==> config.mk <==
export PLATFORM = sky130hd
export DESIGN_NAME = shifter_pipe
export DESIGN_NICKNAME = d
export VERILOG_FILES = /design/src/rtl/shifter_pipe.sv
export SDC_FILE = /design/constraint.sdc
export NUM_CORES = 1
export LEC_CHECK = 0
export BUFFER_PORTS_ARGS = -buffer_cell sky130_fd_sc_hd__buf_2
export CORE_MARGIN = 4
export CORE_UTILIZATION = 30
export DETAILED_ROUTE_END_ITERATION = 7
export GPL_ROUTABILITY_DRIVEN = 0
export GPL_TIMING_DRIVEN = 0
export SLEW_MARGIN = 0
export SYNTH_ARGS = -nofsm -noshare
export SYNTH_HDL_FRONTEND = slang
export SYNTH_SLANG_ARGS = --single-unit
==> constraint.sdc <==
create_clock -name clk -period 2.2 [get_ports clk]
set_input_delay 0.11 -clock clk [delete_from_list [all_inputs] [get_ports clk]]
set_output_delay 0.11 -clock clk [all_outputs]
set_load 0.005 [all_outputs]
==> src/rtl/shifter_pipe.sv <==
// Pipelined log barrel shifter (SLL/SRA/ROR/SRL) with carry/zero flags,
// sideband tag and per-stage valid/ready flow control.
module shifter_pipe #(
    parameter int unsigned WIDTH     = 16,
    parameter int unsigned REG_EVERY = 1,
    parameter int unsigned TAG_W     = 4,
    localparam int unsigned SH_W     = $clog2(WIDTH)
) (
    input  logic             clk,
    input  logic             rst,
    input  logic             in_valid,
    output logic             in_ready,
    input  logic [WIDTH-1:0] in_data,
    input  logic [SH_W-1:0]  in_shamt,
    input  logic [1:0]       in_mode,
    input  logic [TAG_W-1:0] in_tag,
    output logic             out_valid,
    input  logic             out_ready,
    output logic [WIDTH-1:0] out_data,
    output logic             out_carry,
    output logic             out_zero,
    output logic [TAG_W-1:0] out_tag
);

    localparam int unsigned L = (SH_W + REG_EVERY - 1) / REG_EVERY;

    localparam logic [1:0] MODE_SLL = 2'b00;
    localparam logic [1:0] MODE_SRA = 2'b01;
    localparam logic [1:0] MODE_ROR = 2'b10;

    typedef struct packed {
        logic [WIDTH-1:0] data;
        logic [SH_W-1:0]  shamt;
        logic [1:0]       mode;
        logic             sign;
        logic             carry;
        logic [TAG_W-1:0] tag;
    } stage_t;

    // One mux level: shift d by amt using the operation's mode.
    function automatic logic [WIDTH-1:0] shift_level(input logic [WIDTH-1:0] d,
                                                     input int unsigned      amt,
                                                     input logic [1:0]       mode,
                                                     input logic             sign);
        logic [WIDTH-1:0] ones;
        logic [WIDTH-1:0] r;
        ones = '1;
        case (mode)
            MODE_SLL: r = d << amt;
            MODE_SRA: r = (d >> amt) | (sign ? ~(ones >> amt) : '0);
            MODE_ROR: r = (d >> amt) | (d << (WIDTH - amt));
            default:  r = d >> amt;
        endcase
        return r;
    endfunction

    // Carry is the last bit leaving the word; it depends only on the original operand.
    function automatic logic calc_carry(input logic [WIDTH-1:0] d,
                                        input logic [SH_W-1:0]  sh,
                                        input logic [1:0]       mode);
        logic [WIDTH-1:0] t;
        t = '0;
        if (sh != '0) begin
            if (mode == MODE_SLL) t = d >> (WIDTH - 32'(sh));
            else                  t = d >> (32'(sh) - 1);
        end
        return t[0];
    endfunction

    logic [L-1:0] vld;
    stage_t       st [L];
    logic [L-1:0] take;

    // Stage s may load when empty or when its content moves on downstream.
    always_comb begin
        take = '0;
        take[L-1] = !vld[L-1] || out_ready;
        for (int s = int'(L) - 2; s >= 0; s--) begin
            take[s] = !vld[s] || take[s+1];
        end
    end

    for (genvar s = 0; s < L; s++) begin : g_stage
        localparam int TOP = int'(SH_W) - 1 - s * int'(REG_EVERY);

        stage_t src;
        stage_t nxt;
        stage_t q;
        logic   src_v;
        logic   v_q;

        if (s == 0) begin : g_first
            // Capture the operand, its sign and the final carry at entry.
            always_comb begin
                src       = '0;
                src.data  = in_data;
                src.shamt = in_shamt;
                src.mode  = in_mode;
                src.sign  = in_data[WIDTH-1];
                src.carry = calc_carry(in_data, in_shamt, in_mode);
                src.tag   = in_tag;
            end
            assign src_v = in_valid;
        end else begin : g_next
            assign src   = st[s-1];
            assign src_v = vld[s-1];
        end

        // Apply this stage's group of mux levels, highest shift first.
        always_comb begin
            nxt = src;
            for (int j = 0; j < int'(REG_EVERY); j++) begin
                if (j <= TOP) begin
                    if (((src.shamt >> (TOP - j)) & SH_W'(1)) != '0) begin
                        nxt.data = shift_level(nxt.data, 32'd1 << (TOP - j), src.mode, src.sign);
                    end
                end
            end
        end

        // Stage register: load on take, hold otherwise; payload only updates on a valid load.
        always_ff @(posedge clk) begin
            if (rst) begin
                v_q <= 1'b0;
                q   <= '0;
            end else if (take[s]) begin
                v_q <= src_v;
                if (src_v) q <= nxt;
            end
        end

        assign vld[s] = v_q;
        assign st[s]  = q;
    end

    assign in_ready  = take[0];
    assign out_valid = vld[L-1];
    assign out_data  = st[L-1].data;
    assign out_carry = st[L-1].carry;
    assign out_tag   = st[L-1].tag;
    assign out_zero  = (out_data == '0);

endmodule
# Word-level counts from Yosys, hierarchy flattened
# Index checks and enable logic that the tools add are counted.
# totals
reg_bits	103
latch_bits	0
mem_bits_rw	0
rom_bits	0
inputBits	30
out_inout_bits	24
memories	0
# op_classes
n_addsub	2
n_mul	0
n_div	0
order_cmp	0
n_eq_ne	8
shifts	2
n_mux	14
bitwise_logic	8
n_reduce_logical	18
# ops
cell	count
one-hot mux 16 bit (3 select lines)	4
two-way mux 16 bit	8
right shift 16 x 32 -> 1 bit	2
bitwise OR 12 x 16 -> 16 bit	2
bitwise OR 14 x 16 -> 16 bit	2
bitwise OR 15 x 16 -> 16 bit	2
bitwise OR 8 x 16 -> 16 bit	2
zero test 16 bit	1
equality test 2 x 1 -> 1 bit, second input constant	4
equality test 2 bit, second input constant	4
zero test 2 bit	4
AND reduction 2 bit	4
subtractor 5 x 4 -> 6 bit, first input constant	1
subtractor 4 x 1 -> 5 bit, second input constant	1
zero test 1 bit	4
logical OR 1 bit	4
nonzero test 4 bit	1
two-way mux 1 bit	2

# Depth between registers and ports, before layout
# depth
word_depth	6
mapped_depth	8
mapped_depth_nobuf	8

# Worst setup path before layout
# Ideal clock, no wire load.
# synth_timing
path_kind	register -> register
from	register g_stage[3].v_q, in the netlist out_valid
to	register g_stage[0].q[27] (netlist bit)
setup_time_ps	86
arrival_ps	1662
required_ps	2114
path_slack_ps	453
stages_incl_launch_ff	7
path_buffers	2
cell_sequence	dfxtp_1 > and3b_1 > clkbuf_1 > a31oi_1 > clkbuf_1 > nor2_1 > a211oi_1
# synth_between
elab_chain_len	6
# synth_lines
element	line_no	rtl
from (decl)	90	logic v_q;
from (signal assigned)	127	v_q <= src_v;
zero test 1 bit	77	take[L-1] = !vld[L-1] || out_ready;
logical OR 1 bit	77	
logical OR 1 bit (3 in a row)	79	take[s] = !vld[s] || take[s+1];
AND reduction 2 bit (no line)	--	
to (signal assigned)	128	if (src_v) q <= nxt;
to (decl)	88	stage_t q;
# No other way between the ends.
# A chain may end at the register's enable or synchronous reset.

# Final worst setup path
# layout_timing
from	register g_stage[2].v_q
to	register g_stage[2].q[19] (netlist bit)
# layout_between
elab_chain_len	3
# layout_lines
element	line_no
from (decl)	90
from (signal assigned)	127
zero test 1 bit	79
logical OR 1 bit	79
AND reduction 2 bit (no line)	--
to (signal assigned)	128
to (decl)	88
# No other way between the ends.

==> flow_summary_export.csv <==
group,metric,value,unit
synth,ys_async_sr_fraction,0,
clock_network,clkLatencyLatePin,0.35,ns
synth,synth-edff-count,0,
global_route,grtUsageTotal,0.149,
synth,synth_compound_area_frac,0.258,
sta,max_freq,0.500,GHz
placement,placed_cells,936,
synth,synth_top_area_frac,0.411,
sta,fin_crit_sh,0.909,
global_route,grt_pass1_vias,4353,
floorplan,num_io_pins,54,
synth,synth_cell_types,40,
setup_path,reg2reg_from,"g_stage[2].v_q",
floorplan,die_width,137,µm
global_route,grt_overflow_total,0,
setup_path,r2r_end,"g_stage[2].q[19]",
synth,yosysWarnings,0,
synth,ys.flop_type,"dfxtp_1",
clock_network,cts_tree,"built",
placement,pre_cts_ws,-0.0284,ns
route,post_drt_wl_per_cell,14.6,µm
synth,synth_area,5020,µm²
cells_and_area,n_antenna_cell,0,
route,ant_nets,0,
route,num_vias,4811,
setup_path,worstPathMaxFanout,10,
synth,avgSynthCellArea,7.55,µm²
route,wl_met1,6600,µm
cells_and_area,layout.cells.non_filler,953,
synth,synth_xor_area_frac,0.0160,
clock_network,htreeDepth,3,
route,wl,13900,µm
sta,fin_crit,2.00,ns
synth,syn_nets,696,
cells_and_area,areaGrowthSynthToFinish,17.3,%
route,top_layer_used,"met4",
setup_path,crit_path_end_kind,"flop",
synth,synthTopCellsByArea,"dfxtp_1, nand2_1, a21oi_1",
run_status,status,"finished, final reports clean",
route,dr_wl_met3,590,µm
worst_hold_path,worstHoldPathType,"primary input to flop",
power_and_ir_drop,finalPower,0.00406,W
floorplan,dieArea,18900,µm²
synth,synth-seq-cells,103,
clock_network,cts_max_path_buffers,2,
route,drt-initial-drc-count,284,
clock_network,root_buffer,"clkbuf_16",
setup_path,r2r_cells,7,
global_route,antenna_found_initial,0,
route,firstDrtPassIters,5,
sta,worstMarginPinSlew,0.806,ns
synth,synth_top_area_cell,"dfxtp_1",
cells_and_area,nets,759,
route,drc,0,
floorplan,core.rowCount,47,
flow_run,maxCapViolCount,0,
route,wl_met2,6430,µm
setup_path,endpoint,"g_stage[2].q[19]",
placement,place_hpwl,10700,µm
global_route,grt_start_max_net_pins,16,
global_route,grt_pass1_wl,22400,µm
floorplan,start_util,0.305,
clock_network,cts.clk_slew.worst_paths,0.06,ns
synth,synth-simple-area-share,0.223,
sta,slew_violations,0,
synth,synth_cells,665,
setup_path,worstSetupStartpointType,"flop",
sta,setup_viol,0,
synth,synthAdderAreaFrac,0.00249,
setup_path,cp_data_required_time,2.41,ns
power_and_ir_drop,vdd_drop_max,0.527,mV
sta,finalWorstSetupSlack,0.200,ns
sta,rsz0062_at_grt,"false",
clock_network,clkSinkCount,103,
synth,synth_top_family_by_area,"compound AO/OA/AOI/OAI gates",
cells_and_area,n_fill_cell,1815,
power_and_ir_drop,powerDensity,690,nW/µm²
floorplan,core,16500,µm²
synth,synth.area.mux_share,0.0379,
sta,hold_violations,0,
setup_path,cp.arrival,2.21,ns
clock_network,cts_buffers,9,
sta,clock_skew,0.00528,ns
sta,relSlewSlack,0.461,
synth,synth-seq-area-share,0.411,
route,viasPerCell,5.05,
floorplan,fp.dieH,137,µm
setup_path,startpoint,"g_stage[2].v_q",
placement,port_buffers,51,
cells_and_area,drive_above_1_share,0.105,
setup_path,r2r_slack,0.20,ns
power_and_ir_drop,p_leak,1.95,nW
setup_path,worstSetupPathType,"flop to flop",
-- synthesized netlist by cell type (all sizes together), types with 5 or more instances --
| cell | count |
|---|---|
| a211oi | 14 |
| nand2b | 10 |
| buf | 5 |
| dfxtp | 103 |
| o21ai | 30 |
| a21oi | 92 |
| nor4 | 5 |
| a311oi | 38 |
| inv | 7 |
| nand3 | 9 |
| nor2 | 86 |
| clkbuf | 55 |
| nand2 | 126 |
| nor2b | 5 |
| mux2i | 19 |
| o211ai | 21 |
-- cell families (layout without fill, tap and decap cells) --
| family | after synthesis | after routing |
|---|---|---|
| simple gates | 261 | 261 |
| compound gates | 206 | 206 |
| flops | 103 | 103 |
| buf+inv | 68 | 136 |
| mux | 19 | 19 |
| xor+xnor | 7 | 7 |
| fa+ha+maj | 1 | 1 |
-- state kept, by name (all words and copies together), names as in the netlist --
signal	cells
g_stage.q	78
g_stage.v_q	3
out_carry	1
out_data	16
out_tag	4
out_valid	1
-- routing by layer --
metal | up-vias | global-route usage
met5 | - | 0
met3 | 19 | 0.0289
met4 | 0 | 0.0504
li1 | 2468 | -
met1 | 2219 | 0.199
met2 | 105 | 0.240
-- report_power, final --
group	switching (W)	leakage [nW]	total, W	internal, W
clock network	0.000660	0.149	0.00164	0.000976
registers	0.0000563	0.838	0.00198	0.00193
logic	0.000279	0.966	0.000445	0.000166
-- placed cells by master (no fill, tap or decap), drive strengths merged, types with 2 or more instances in the layout --
master | synthesis | final
a2111oi | 4 | 4
a211oi | 14 | 14
a21oi | 92 | 92
a311oi | 38 | 38
and2 | 2 | 2
and3 | 4 | 4
buf | 5 | 56
clkbuf | 55 | 68
dfxtp | 103 | 103
dlygate4sd3 | 0 | 2
inv | 7 | 7
mux2i | 19 | 19
nand2 | 126 | 126
nand2b | 10 | 10
nand3 | 9 | 9
nand3b | 3 | 3
nor2 | 86 | 86
nor2b | 5 | 5
nor3 | 4 | 4
nor3b | 2 | 2
nor4 | 5 | 5
o211ai | 21 | 21
o21ai | 30 | 30
o221ai | 3 | 3
or2 | 2 | 2
xnor2 | 4 | 4
xor2 | 3 | 3
-- stage by stage --
stage	hold slack (ns)	area [µm²]	utilization	TNS [ns]
finish	0.00820	5890	0.358	0
detailed placement	0.357	5550	0.337	-0.0407
CTS	0.0000607	5890	0.358	0
global route	0.00158	5890	0.358	0
floorplan	0.246	5020	-	0
global placement	0.360	5550	0.337	0
-- how the worst min path moves through the flow --
stage,from,end,slack (ns),cells past startpoint
floorplan,in_tag[0],g_stage[0].q[0],0.25,2
global placement,in_tag[0],g_stage[0].q[0],0.36,3
detailed placement,in_tag[0],g_stage[0].q[0],0.36,3
CTS,in_tag[3],g_stage[0].q[3],0.00006,3
global route,in_tag[3],g_stage[0].q[3],0.002,3
finish,in_tag[3],g_stage[0].q[3],0.008,3
-- cell type report --
class / count / area [µm²] / area share
flip-flops and latches: 103 / 2060 / 0.350
inverters: 8 / 30.0 / 0.00510
clock inverters: 2 / 37.5 / 0.00637
plain buffers: 59 / 228 / 0.0387
multi-input cells: 494 / 2710 / 0.460
repair buffers: 53 / 275 / 0.0467
well taps: 220 / 275 / 0.0467
clock buffers: 14 / 274 / 0.0465
-- worst max-delay path: stages (launching register included) --
cell and delay (ns):
dfxtp_1 0.38, and3b_1 0.41, nand2b_1 0.16, clkbuf_1 0.29, clkbuf_2 0.32, a311oi_1 0.10
a21oi_1 0.16, nor2_1 0.05
-- timing repair --
action                                  CTS  global route
hold buffers                              2             0
hold endpoints to repair                  2             0
gates resized for setup                   3             2
buffers inserted                          0             0
endpoints found under the setup margin    7            51
gates cloned                              0             0
Power figures use the tool's default switching activity.
